===== config.mk =====
export PLATFORM = sky130hd
export DESIGN_NAME = regfile_write_arbiter
export DESIGN_NICKNAME = d
export VERILOG_FILES = /design/src/rtl/regfile_pkg.sv /design/src/rtl/rf_hazard_cmp.sv /design/src/rtl/regfile_write_arbiter.sv
export SDC_FILE = /design/constraint.sdc
export NUM_CORES = 1
export LEC_CHECK = 0
export ABC_AREA = 1
export CAP_MARGIN = 25
export CORE_UTILIZATION = 43
export CTS_BUF_LIST = sky130_fd_sc_hd__clkbuf_8
export DETAILED_ROUTE_END_ITERATION = 6
export GPL_TIMING_DRIVEN = 0
export PLACE_DENSITY = 0.88
export SETUP_SLACK_MARGIN = 0.05
export SYNTH_ARGS = -nofsm -noshare
export SYNTH_HDL_FRONTEND = slang
export SYNTH_SLANG_ARGS = --single-unit

===== constraint.sdc =====
create_clock -name clock -period 6.6 [get_ports clock]
set_clock_uncertainty 0.2 [all_clocks]
set_input_delay 0.66 -clock clock [delete_from_list [all_inputs] [get_ports clock]]
set_output_delay 0.66 -clock clock [all_outputs]
set_load 0.05 [all_outputs]

===== src/rtl/regfile_pkg.sv =====
// Shared constants, writeback request record and arbiter state encoding
// for the register-file write-port arbiter.
package regfile_pkg;

  localparam int unsigned DATA_W = 64;
  localparam int unsigned ADDR_W = 5;
  localparam logic [ADDR_W-1:0] ZERO_REG = 5'd31;

  typedef struct packed {
    logic [ADDR_W-1:0] addr;
    logic [DATA_W-1:0] data;
  } wb_req_t;

  typedef enum logic {
    PRIO_M = 1'b0,
    PRIO_A = 1'b1
  } arb_state_e;

endpackage


===== src/rtl/rf_hazard_cmp.sv =====
// Read-after-write hazard detect for one decode read port: the pending
// registered write matches the read address, ignoring the hard-zero register.
module rf_hazard_cmp
  import regfile_pkg::*;
(
  input  logic              wr_en,
  input  logic [ADDR_W-1:0] wr_add,
  input  logic [ADDR_W-1:0] rd_add,
  output logic              hazard
);

  assign hazard = wr_en && (wr_add == rd_add) && (rd_add != ZERO_REG);

endmodule


===== src/rtl/regfile_write_arbiter.sv =====
// Two-source (ALU / load) arbiter for the single register-file write port,
// with starvation guard for the ALU, zero-register drop and RAW hazard flags.
module regfile_write_arbiter
  import regfile_pkg::*;
#(
  parameter int unsigned STARVE_MAX = 3
) (
  input  logic              clock,
  input  logic              reset,
  input  logic              hold,
  input  logic              a_valid,
  input  logic [ADDR_W-1:0] a_addr,
  input  logic [DATA_W-1:0] a_data,
  output logic              a_ready,
  input  logic              m_valid,
  input  logic [ADDR_W-1:0] m_addr,
  input  logic [DATA_W-1:0] m_data,
  output logic              m_ready,
  output logic              rf_write_en,
  output logic [ADDR_W-1:0] rf_write_add,
  output logic [DATA_W-1:0] rf_write_data,
  input  logic [ADDR_W-1:0] rd_add1,
  input  logic [ADDR_W-1:0] rd_add2,
  output logic              hazard_1,
  output logic              hazard_2,
  output logic              zero_drop
);

  localparam logic [3:0] STARVE_LIM = 4'(STARVE_MAX);

  arb_state_e        state_q, state_d;
  logic [3:0]        wait_cnt_q, wait_cnt_d;
  logic              rf_write_en_q, rf_write_en_d;
  logic [ADDR_W-1:0] rf_write_add_q, rf_write_add_d;
  logic [DATA_W-1:0] rf_write_data_q, rf_write_data_d;
  logic              zero_drop_q, zero_drop_d;

  logic    a_grant, m_grant, transfer;
  wb_req_t win_req;

  // NOTE: every always_comb output gets a default first so no path leaves it unassigned (no latch).
  always_comb begin
    state_d    = state_q;
    wait_cnt_d = wait_cnt_q;
    a_grant    = 1'b0;
    m_grant    = 1'b0;
    if (!reset && !hold) begin
      if (a_valid && (!m_valid || state_q == PRIO_A)) a_grant = 1'b1;
      else if (m_valid)                               m_grant = 1'b1;

      if (a_grant || !a_valid) begin
        wait_cnt_d = 4'd0;
        state_d    = PRIO_M;
      end else begin
        if (wait_cnt_q < STARVE_LIM) wait_cnt_d = wait_cnt_q + 4'd1;
        if (wait_cnt_d == STARVE_LIM) state_d = PRIO_A;
      end
    end
  end

  assign a_ready  = a_grant;
  assign m_ready  = m_grant;
  assign transfer = a_grant || m_grant;
  assign win_req  = a_grant ? '{addr: a_addr, data: a_data}
                            : '{addr: m_addr, data: m_data};

  // Zero-register requests are acknowledged but only surface as zero_drop.
  always_comb begin
    rf_write_en_d   = transfer && (win_req.addr != ZERO_REG);
    zero_drop_d     = transfer && (win_req.addr == ZERO_REG);
    rf_write_add_d  = rf_write_add_q;
    rf_write_data_d = rf_write_data_q;
    if (rf_write_en_d) begin
      rf_write_add_d  = win_req.addr;
      rf_write_data_d = win_req.data;
    end
  end

  // NOTE: sequential state uses non-blocking assignments so all flops update from pre-edge values.
  always_ff @(posedge clock or posedge reset) begin
    if (reset) begin
      state_q         <= PRIO_M;
      wait_cnt_q      <= 4'd0;
      rf_write_en_q   <= 1'b0;
      rf_write_add_q  <= '0;
      rf_write_data_q <= '0;
      zero_drop_q     <= 1'b0;
    end else begin
      state_q         <= state_d;
      wait_cnt_q      <= wait_cnt_d;
      rf_write_en_q   <= rf_write_en_d;
      rf_write_add_q  <= rf_write_add_d;
      rf_write_data_q <= rf_write_data_d;
      zero_drop_q     <= zero_drop_d;
    end
  end

  assign rf_write_en   = rf_write_en_q;
  assign rf_write_add  = rf_write_add_q;
  assign rf_write_data = rf_write_data_q;
  assign zero_drop     = zero_drop_q;

  rf_hazard_cmp u_hazard_1 (
    .wr_en  (rf_write_en_q),
    .wr_add (rf_write_add_q),
    .rd_add (rd_add1),
    .hazard (hazard_1)
  );

  rf_hazard_cmp u_hazard_2 (
    .wr_en  (rf_write_en_q),
    .wr_add (rf_write_add_q),
    .rd_add (rd_add2),
    .hazard (hazard_2)
  );

endmodule


==> results of run 1 <==
path summary, 6_finish.rpt:
path                              startpoint                 to  cells past startpoint
setup reg to reg                     state_q  rf_write_data[47]                     12
hold / removal             rf_write_data[56]  rf_write_data[56]                      2
max in group asynchronous              reset  rf_write_data[25]                      3
hold reg to reg            rf_write_data[56]  rf_write_data[56]                      2
setup / recovery                       reset            a_ready                      6
min in group asynchronous              reset  rf_write_data[43]                      2
cells in the mapped netlist:
master,count
a211oi_1,1
a21oi_1,3
a221oi_1,1
buf_1,6
buf_2,13
buf_4,2
buf_6,6
clkbuf_1,9
dfrtp_1,76
ha_1,1
inv_1,18
inv_2,3
nand2_1,348
nand2_2,1
nand3_1,71
nand3_2,1
nand3_4,1
nand4_1,6
nor2_1,8
nor2_4,1
nor3b_1,1
o2111ai_1,1
o211ai_1,1
o21ai_0,4
o21ai_1,1
o21bai_4,1
o22ai_1,2
xnor2_1,3
xor2_1,2
cells by family (layout without fill, tap and decap cells):
kind of cell	count (synthesis)	count (layout)	synth area share [%]
and+or+nand+nor	438	438	43.2
DFF	76	76	46.1
buffers and inverters	57	301	6.85
AOI/OAI and AO/OA	15	15	2.52
xor gates and xnor gates	5	5	1.06
adders and majority gates	1	1	0.303
power breakdown:
part | switching, mW | internal, mW
combinational | 0.656 | 0.366
clock | 0.172 | 0.173
sequential | 0.0770 | 0.585
total | 0.905 | 1.12
metrics by stage:
step / total power, mW / instances
detailed placement: 1.69 / 949
CTS: 2.04 / 965
floorplan: 1.28 / 592
finish: 2.03 / 965
global placement: 1.67 / 948
global route: 2.13 / 965
worst reg2reg max path: cells and delay by family (launching register included):
family        cells  cell delay, ns
buf+inv           4            0.51
flops             1            0.38
simple gates      8            1.03
per-layer routing:
metal / vias to the layer above / global-route usage [%] / wire, um
met1: 2142 / 31.3 / 5180
met5: - / 0 / 0
met3: 29 / 5.15 / 911
met4: 0 / 10.9 / 365
li1: 2322 / - / -
met2: 184 / 45.6 / 6480
final cells by class:
cell class / instances / area (um^2)
Buffer: 36 / 204
Clock buffer: 9 / 124
Clock inverter: 7 / 68.8
Fill cell: 738 / 2500
Inverter: 21 / 81.3
Multi-Input combinational cell: 459 / 1940
Sequential cell: 76 / 1900
Tap cell: 129 / 161
Timing Repair Buffer: 228 / 2300
registers in the layout, summed over array words and instances, names as in the netlist:
signal and count:
rf_write_add 5, rf_write_en 1, rf_write_data 64, state_q 1, wait_cnt_q 4, zero_drop 1
cell usage in the layout (no fill, tap or decap), types with 4 or more instances in the layout:
| master | synthesis | final |
|---|---|---|
| o21ai_0 | 4 | 4 |
| clkbuf_8 | 0 | 9 |
| nand3_1 | 71 | 71 |
| clkdlybuf4s50_1 | 0 | 227 |
| nand4_1 | 6 | 6 |
| buf_6 | 6 | 6 |
| inv_1 | 18 | 18 |
| buf_2 | 13 | 13 |
| clkbuf_1 | 9 | 9 |
| buf_1 | 6 | 6 |
| nand2_1 | 348 | 348 |
| nor2_1 | 8 | 8 |
| clkinvlp_4 | 0 | 4 |
| dfrtp_1 | 76 | 76 |
==> run_results.csv, run 1 <==
group,metric,value,unit
status,status,"finished, final reports clean",
synthesis,synth_seq_cells,76,
setup_path,regToRegSetupSlack,4.44,ns
setup_path,critPathMaxFanout,10,
power,power_density,299,nW/um^2
die,dieHeight,100,um
setup_path,worstSetupEndpointType,"output pin",
clock_network,cts_buffers,9,
synthesis,synthCells,592,
synthesis,syn_nets,746,
sta,period_minus_slack,3.66,ns
synthesis,synth.distinct_cells,29,
setup_path,slowest_stage,"clkdlybuf4s50_1",
sta,fin_hold_ws,0.274,ns
placement,place.gp.congestion,0.861,
sta,hold_viol,0,
clock_network,cts_resized,0,
synthesis,synth-warning-count,0,
setup_path,worstPathCellList,"clkdlybuf4s50_1 -> nor2_4 -> nand3_4 -> inv_2 -> clkbuf_1 -> clkdlybuf4s50_1",
setup_path,worst_path_largest_cell_delay,0.88,ns
synthesis,netlist_area,4130,um^2
routing,vias,4677,
synthesis,synth.avg_cell_area,6.97,um^2
clock_network,cts.clk_slew.worst_paths,0.07,ns
routing,first_iter_violations,223,
worst_hold_path,worstHoldPathType,"reg -> reg",
clock_network,cts_sinks,76,
clock_network,post_cts_buffers,0,
routing,drt-total-wl,12900,um
cells_and_area,diodes,0,
sta,setup-tns-final,0,ns
setup_path,crit_family,"buffers and inverters",
die,die_x,100,um
sta,tightestPinTransition,0.546,ns
cells_and_area,drive_gt1_share,5.50,%
clock_network,clk_latency,0.33,ns
die,start_util,44.4,%
setup_path,critPathKind,"in -> out",
global_routing,grt_usage,26.0,%
sta,setup_violations,0,
power,p_leak,3.39,nW
sta,setup_ws,2.94,ns
sta,fin_crit_sh,55.4,%
global_routing,grt_first_pass_wirelength,20400,um
die,num_rows,35,
setup_path,cp_common_cell,"clkdlybuf4s50_1",
synthesis,netlist.area_leader.share,46.1,%
sta,maxSlewHeadroom,63.5,%
setup_path,path_buf_inv,4,
die,pin_count,228,
global_routing,overflow,0,
die,core,9280,um^2
global_routing,grt_max_degree,52,
flow_run,cap_viol_max_count,0,
routing,drcViolationCount,0,
setup_path,start_kind,"input pin",
setup_path,required,5.74,ns
cells_and_area,nets,985,
sta,rsz0062_at_grt,"false",
clock_network,cts_tree,"yes",
die,dieArea,9990,um^2
routing,final_antenna_net_count,0,
global_routing,antenna_found_initial,0,
clock_network,h-tree-depth,3,
cells_and_area,finish.instance_area,6780,um^2
clock_network,clockBufferDepth,2,
cells_and_area,syn2layout_area_growth,64.4,%
synthesis,synthTopCellsByArea,"dfrtp_1 46%, nand2_1 32%, nand3_1 8.6%",
global_routing,first_global_vias,4324,
routing,vias_per_cell,4.85,
power,vdd_drop_max,0.190,mV
synthesis,yosys.area.top_type,"dfrtp_1",
clock_network,cts-root-buf,"clkbuf_8",
clock_network,cts_hold_buf,0,
routing,wl_per_cell,13.4,um
placement,io_buffers,227,
routing,first_pass_iters,5,
cells_and_area,final_util,73.1,%
placement,dp_slack,2.93,ns
placement,dpl.hpwl,10100,um
setup_path,worstPathArrival,2.80,ns
sta,slew_viol_final,0,
sta,max_freq,273,MHz
placement,dpl-instance-area,6590,um^2
synthesis,ys_seq_area_share,46.1,%
(Power assumes the default switching activity.)
==> run 2: changes to the inputs <==
CORE_UTILIZATION = 40   (was 43)
PLACE_DENSITY = 0.83   (was 0.88)
clock period = 3.6 ns   (was 6.6 ns; I/O delays follow)
==> run 2 against run 1 <==
Largest power group unchanged; global-route usage fell by 1.3 points; wire length rose by 1.5%; critical path type unchanged; register-to-register slack lost 2.9 ns; die area up 7.4%; sequential share of layout area fell by 0.072 points; highest routed layer unchanged; worst hold slack got worse by 0.018 ns; sequential power rose by 84%; setup slack worse by 2.4 ns; clock power is 97% higher; via count up 0.38%; final area grew 0.26%; non-clock buffer count is the same.
==> run_results.csv, run 2 (synthesis results as in run 1) <==
group,metric,value,unit
cells_and_area,final_common_cell,"nand2_1",
setup_path,regToRegSetupSlack,1.54,ns
setup_path,critPathMaxFanout,10,
clock_network,post_cts_buffers,0,
clock_network,cts.clk_slew.worst_paths,0.08,ns
cells_and_area,diodes,0,
sta,hold_viol,0,
routing,wl_met1,5220,um
sta,setup_ws,0.509,ns
sta,setup_violations,0,
cells_and_area,drive_gt1_share,5.39,%
routing,vias_per_cell,4.85,
die,die_x,104,um
die,dieArea,10700,um^2
global_routing,overflow,0,
clock_network,cts_tree,"yes",
routing,drcViolationCount,0,
flow_run,cap_viol_max_count,0,
routing,first_iter_violations,235,
power,p_leak,3.41,nW
global_routing,antenna_found_initial,0,
global_routing,grt_first_pass_wirelength,21200,um
status,status,"finished, final reports clean",
setup_path,critPathKind,"in -> out",
power,totalPowerFinal,3.77,mW
setup_path,required,3.04,ns
routing,first_pass_iters,4,
worst_hold_path,worstHoldPathType,"in -> async",
cells_and_area,finalNonFillerCells,968,
die,num_rows,36,
setup_path,worstSetupEndpointType,"output pin",
cells_and_area,nets,985,
die,dieHeight,104,um
routing,wl_per_cell,13.6,um
cells_and_area,mostFrequentLayoutCells,"348 x nand2_1, 227 x clkdlybuf4s50_1, 76 x dfrtp_1",
sta,maxSlewHeadroom,62.6,%
placement,placed_cells,953,
placement,place.gp.congestion,0.912,
routing,final_antenna_net_count,0,
sta,period_minus_slack,3.09,ns
routing,vias,4695,
sta,max_freq,324,MHz
routing,met3RoutedLength,880,um
clock_network,clockBufferDepth,2,
die,start_util,41.8,%
global_routing,grt_usage,24.8,%
power,power_density,554,nW/um^2
clock_network,cts_hold_buf,0,
global_routing,grt_max_degree,46,
clock_network,cts_sinks,76,
placement,dpl-instance-area,6600,um^2
sta,tightestPinTransition,0.559,ns
cells_and_area,syn2layout_area_growth,64.8,%
placement,io_buffers,227,
placement,dpl.hpwl,10300,um
cells_and_area,final_util,68.9,%
sta,fin_crit_sh,85.9,%
sta,slew_viol_final,0,
clock_network,h-tree-depth,3,
power,vdd_drop_max,0.354,mV
clock_network,clk_latency,0.33,ns
cells_and_area,largest_reg_flops,64,
routing,drt-total-wl,13100,um
placement,dp_slack,0.502,ns
cells_and_area,finish.instance_area,6800,um^2
sta,rsz0062_at_grt,"false",
setup_path,start_kind,"input pin",
routing,highest_layer,"met4",
die,pin_count,228,
global_routing,first_global_vias,4570,
setup_path,worstPathArrival,2.53,ns
die,core,9860,um^2
clock_network,cts_resized,0,
clock_network,cts-root-buf,"clkbuf_8",
routing,met2_length,6520,um
clock_network,cts_buffers,9,
## run 2: cell count changes in the layout (fill, tap and decap cells not counted), sizes merged
cell	previous run	this run
clkinv	1	2
bufinv	1	2
clkinvlp	4	1
## run 2: critical path, stage by stage
cell	delay, ns
clkdlybuf4s50_1	0.49
nor2_4	0.18
nand3_4	0.14
inv_2	0.10
clkbuf_1	0.37
clkdlybuf4s50_1	0.89
## run 2: where the power goes
| group | leakage, nW | internal [mW] | switching (mW) |
|---|---|---|---|
| registers | 0.954 | 1.07 | 0.143 |
| clock network | 0.106 | 0.382 | 0.298 |
| logic | 2.35 | 0.671 | 1.20 |
## run 2: path summary, 6_finish.rpt
path | from | end | cells after the start
max reg2reg | state_q | rf_write_data[17] | 10
max in group asynchronous | reset | rf_write_data[19] | 3
max | reset | a_ready | 6
min | reset | wait_cnt_q[2] | 2
min reg2reg | rf_write_data[12] | rf_write_data[12] | 2
min in group clock | rf_write_data[12] | rf_write_data[12] | 2
## run 2: per-stage QoR
step / TNS (ns) / hold WS, ns
floorplan: 0 / 0.273
global placement: -11.39 / 0.253
detailed placement: 0 / 0.257
CTS: 0 / 0.253
global route: 0 / 0.290
finish: 0 / 0.255
## run 2: area by class of cell
type	instances	area (um^2)
Tap cell	133	166
Clock inverter	6	81.3
Inverter	21	81.3
Clock buffer	9	124
Fill cell	823	3060
Timing Repair Buffer	228	2300
Buffer	36	204
Sequential cell	76	1900
Multi-Input combinational cell	459	1940
## run 2: routing by layer
layer	vias up	track usage (%)
met5	-	0
met4	0	12.7
met3	42	4.78
met2	202	44.4
met1	2131	27.8
li1	2320	-
==> run 3: changes to the inputs <==
--- a/config.mk
+++ b/config.mk
@@ -11,4 +11,5 @@
 export CTS_BUF_LIST = sky130_fd_sc_hd__clkbuf_8
 export DETAILED_ROUTE_END_ITERATION = 6
+export GPL_ROUTABILITY_DRIVEN = 1
 export GPL_TIMING_DRIVEN = 0
 export PLACE_DENSITY = 0.83
==> constraint.sdc (replaced) <==
create_clock -name clock -period 3.6 [get_ports clock]
set_clock_uncertainty 0.2 [all_clocks]
set_input_delay 0.54 -clock clock [delete_from_list [all_inputs] [get_ports clock]]
set_output_delay 0.54 -clock clock [all_outputs]
set_load 0.05 [all_outputs]
==> run 3 against run 2 <==
Non-clock buffer count stayed put; via count stayed put; worst hold slack better by 0.016 ns; first-iteration DRC count is 2.6% higher; combinational power hardly changed; cell count stayed put; global-route usage stayed put; die area stayed put; critical endpoint is now hazard_1; highest routed layer unchanged.
==> run_results.csv, run 3 (synthesis results as in run 1) <==
group,metric,value,unit
status,status,"finished, final reports clean",
die,dieHeight,104,um
sta,tightestPinTransition,0.559,ns
routing,first_iter_violations,241,
die,pin_count,228,
setup_path,worstPathCellList,"clkdlybuf4s50_1 -> o22ai_1 -> nor2_1 -> nand4_1 -> a211oi_1 -> clkdlybuf4s50_1",
die,core,9860,um^2
placement,io_buffers,227,
sta,setup-tns-final,0,ns
sta,hold_viol,0,
setup_path,critPathKind,"in -> out",
cells_and_area,finish.instance_area,6800,um^2
clock_network,clk_latency,0.33,ns
power,sw_frac_of_total,43.6,%
setup_path,start_kind,"input pin",
global_routing,grt_max_degree,46,
setup_path,r2r_start,"state_q",
sta,period_minus_slack,3.20,ns
placement,place.gp.congestion,0.912,
cells_and_area,syn2layout_area_growth,64.9,%
sta,slew_viol_final,0,
setup_path,r2r_cells,10,
cells_and_area,drive_gt1_share,5.39,%
routing,first_pass_iters,5,
setup_path,worstPathArrival,2.46,ns
cells_and_area,finalNonFillerCells,968,
global_routing,first_global_vias,4570,
cells_and_area,diodes,0,
setup_path,path_buf_inv,2,
worst_hold_path,hold_start,"rf_write_data[12]",
sta,fin_crit_sh,88.9,%
clock_network,cts.clk_slew.worst_paths,0.08,ns
routing,vias,4695,
power,pwr-share-clk,18.1,%
global_routing,grt_usage,24.8,%
setup_path,worst_path_largest_cell_delay,0.86,ns
setup_path,cp_common_cell,"clkdlybuf4s50_1",
cells_and_area,final_common_cell,"nand2_1",
routing,final_antenna_net_count,0,
power,seq_power_share,32.3,%
power,p_leak,3.43,nW
cells_and_area,fillCellCount,823,
setup_path,regToRegSetupSlack,1.54,ns
sta,max_freq,313,MHz
flow_run,cap_viol_max_count,0,
die,dieArea,10700,um^2
die,num_rows,36,
cells_and_area,mostFrequentLayoutCells,"348 x nand2_1, 226 x clkdlybuf4s50_1, 76 x dfrtp_1",
global_routing,grt_first_pass_wirelength,21200,um
clock_network,cts_buffers,9,
sta,rsz0062_at_grt,"false",
setup_path,r2r_end,"rf_write_data[17]",
sta,setup_violations,0,
power,p_int,2.13,mW
setup_path,worstSetupEndpointType,"output pin",
power,p_switching,1.64,mW
routing,wl_met1,5230,um
setup_path,slowest_stage,"clkdlybuf4s50_1",
setup_path,required,2.86,ns
routing,drcViolationCount,0,
power,vdd_drop_max,0.354,mV
power,power_density,554,nW/um^2
routing,wl_per_cell,13.5,um
die,die_x,104,um
setup_path,critPathMaxFanout,2,
worst_hold_path,holdPathEnd,"rf_write_data[12]",
global_routing,antenna_found_initial,0,
clock_network,clockBufferDepth,2,
routing,met2_length,6570,um
power,combPwrFrac,49.7,%
die,start_util,41.8,%
routing,drt-total-wl,13100,um
cells_and_area,largest_reg_flops,64,
clock_network,cts_sinks,76,
routing,vias_per_cell,4.85,
clock_network,h-tree-depth,3,
clock_network,cts_hold_buf,0,
clock_network,post_cts_buffers,0,
clock_network,cts_tree,"yes",
placement,dpl.hpwl,10300,um
worst_hold_path,worstHoldPathType,"reg -> reg",
routing,highest_layer,"met4",
setup_path,crit_family,"buffers and inverters",
clock_network,cts-root-buf,"clkbuf_8",
worst_hold_path,holdPathStages,2,
global_routing,overflow,0,
sta,maxSlewHeadroom,62.6,%
placement,dpl-instance-area,6600,um^2
routing,met3RoutedLength,793,um
cells_and_area,nets,985,
placement,placed_cells,953,
-- run 3: worst min-delay path, stage by stage, from the launching register on --
cell and delay [ns]:
dfrtp_1 0.35, nand2_1 0.05, nand2_1 0.05
-- run 3: power by group through the flow --
stage / logic (mW) / clock network (mW) / registers (mW)
2_1_floorplan: 0.376 / 0 / 1.97
3_3_place_gp: 1.85 / 0 / 1.22
3_5_place_dp: 1.88 / 0 / 1.23
4_1_cts: 1.88 / 0.700 / 1.22
5_1_grt: 1.97 / 0.733 / 1.25
6_report: 1.87 / 0.680 / 1.22
-- run 3: repair_timing --
item | in CTS | in global routing
endpoints found under the hold margin | 0 | 0
gates resized for setup | 0 | 1
setup endpoints to repair | 0 | 1
-- run 3: final cells by class --
class | count | area, um^2 | share of cell area (%)
clock buffer | 9 | 124 | 1.82
clock inverter | 6 | 81.3 | 1.20
buffer | 36 | 204 | 3.00
inverter | 21 | 81.3 | 1.20
sequential | 76 | 1900 | 28.0
multi-input combinational | 459 | 1940 | 28.5
timing repair buffer | 228 | 2300 | 33.8
tap | 133 | 166 | 2.45
-- run 3: worst max path at each step --
stage               startpoint           endpoint  cells past startpoint
3_3_place_gp             reset  rf_write_data[22]                      2
2_1_floorplan  rf_write_add[4]           hazard_2                      5
5_1_grt             rd_add1[2]           hazard_1                      7
3_5_place_dp             reset            a_ready                      6
6_report            rd_add1[4]           hazard_1                      6
4_1_cts                  reset            a_ready                      6
-- run 3: stage by stage --
step / total power [mW] / worst slack, ns / hold slack [ns] / utilization (%)
after floorplan: 2.35 / 0.593 / 0.273 / -
after global placement: 3.07 / -0.333 / 0.253 / 66.6
after detailed placement: 3.11 / 0.142 / 0.257 / 66.9
after CTS: 3.80 / 0.139 / 0.275 / 68.9
after global routing: 3.95 / 0.314 / 0.290 / 69.0
final: 3.77 / 0.401 / 0.272 / 69.0
-- run 3: per-layer routing --
metal | track usage, % | vias up
met2 | 44.4 | 201
met5 | 0 | -
met4 | 12.7 | 0
met1 | 27.8 | 2131
li1 | - | 2321
met3 | 4.78 | 42
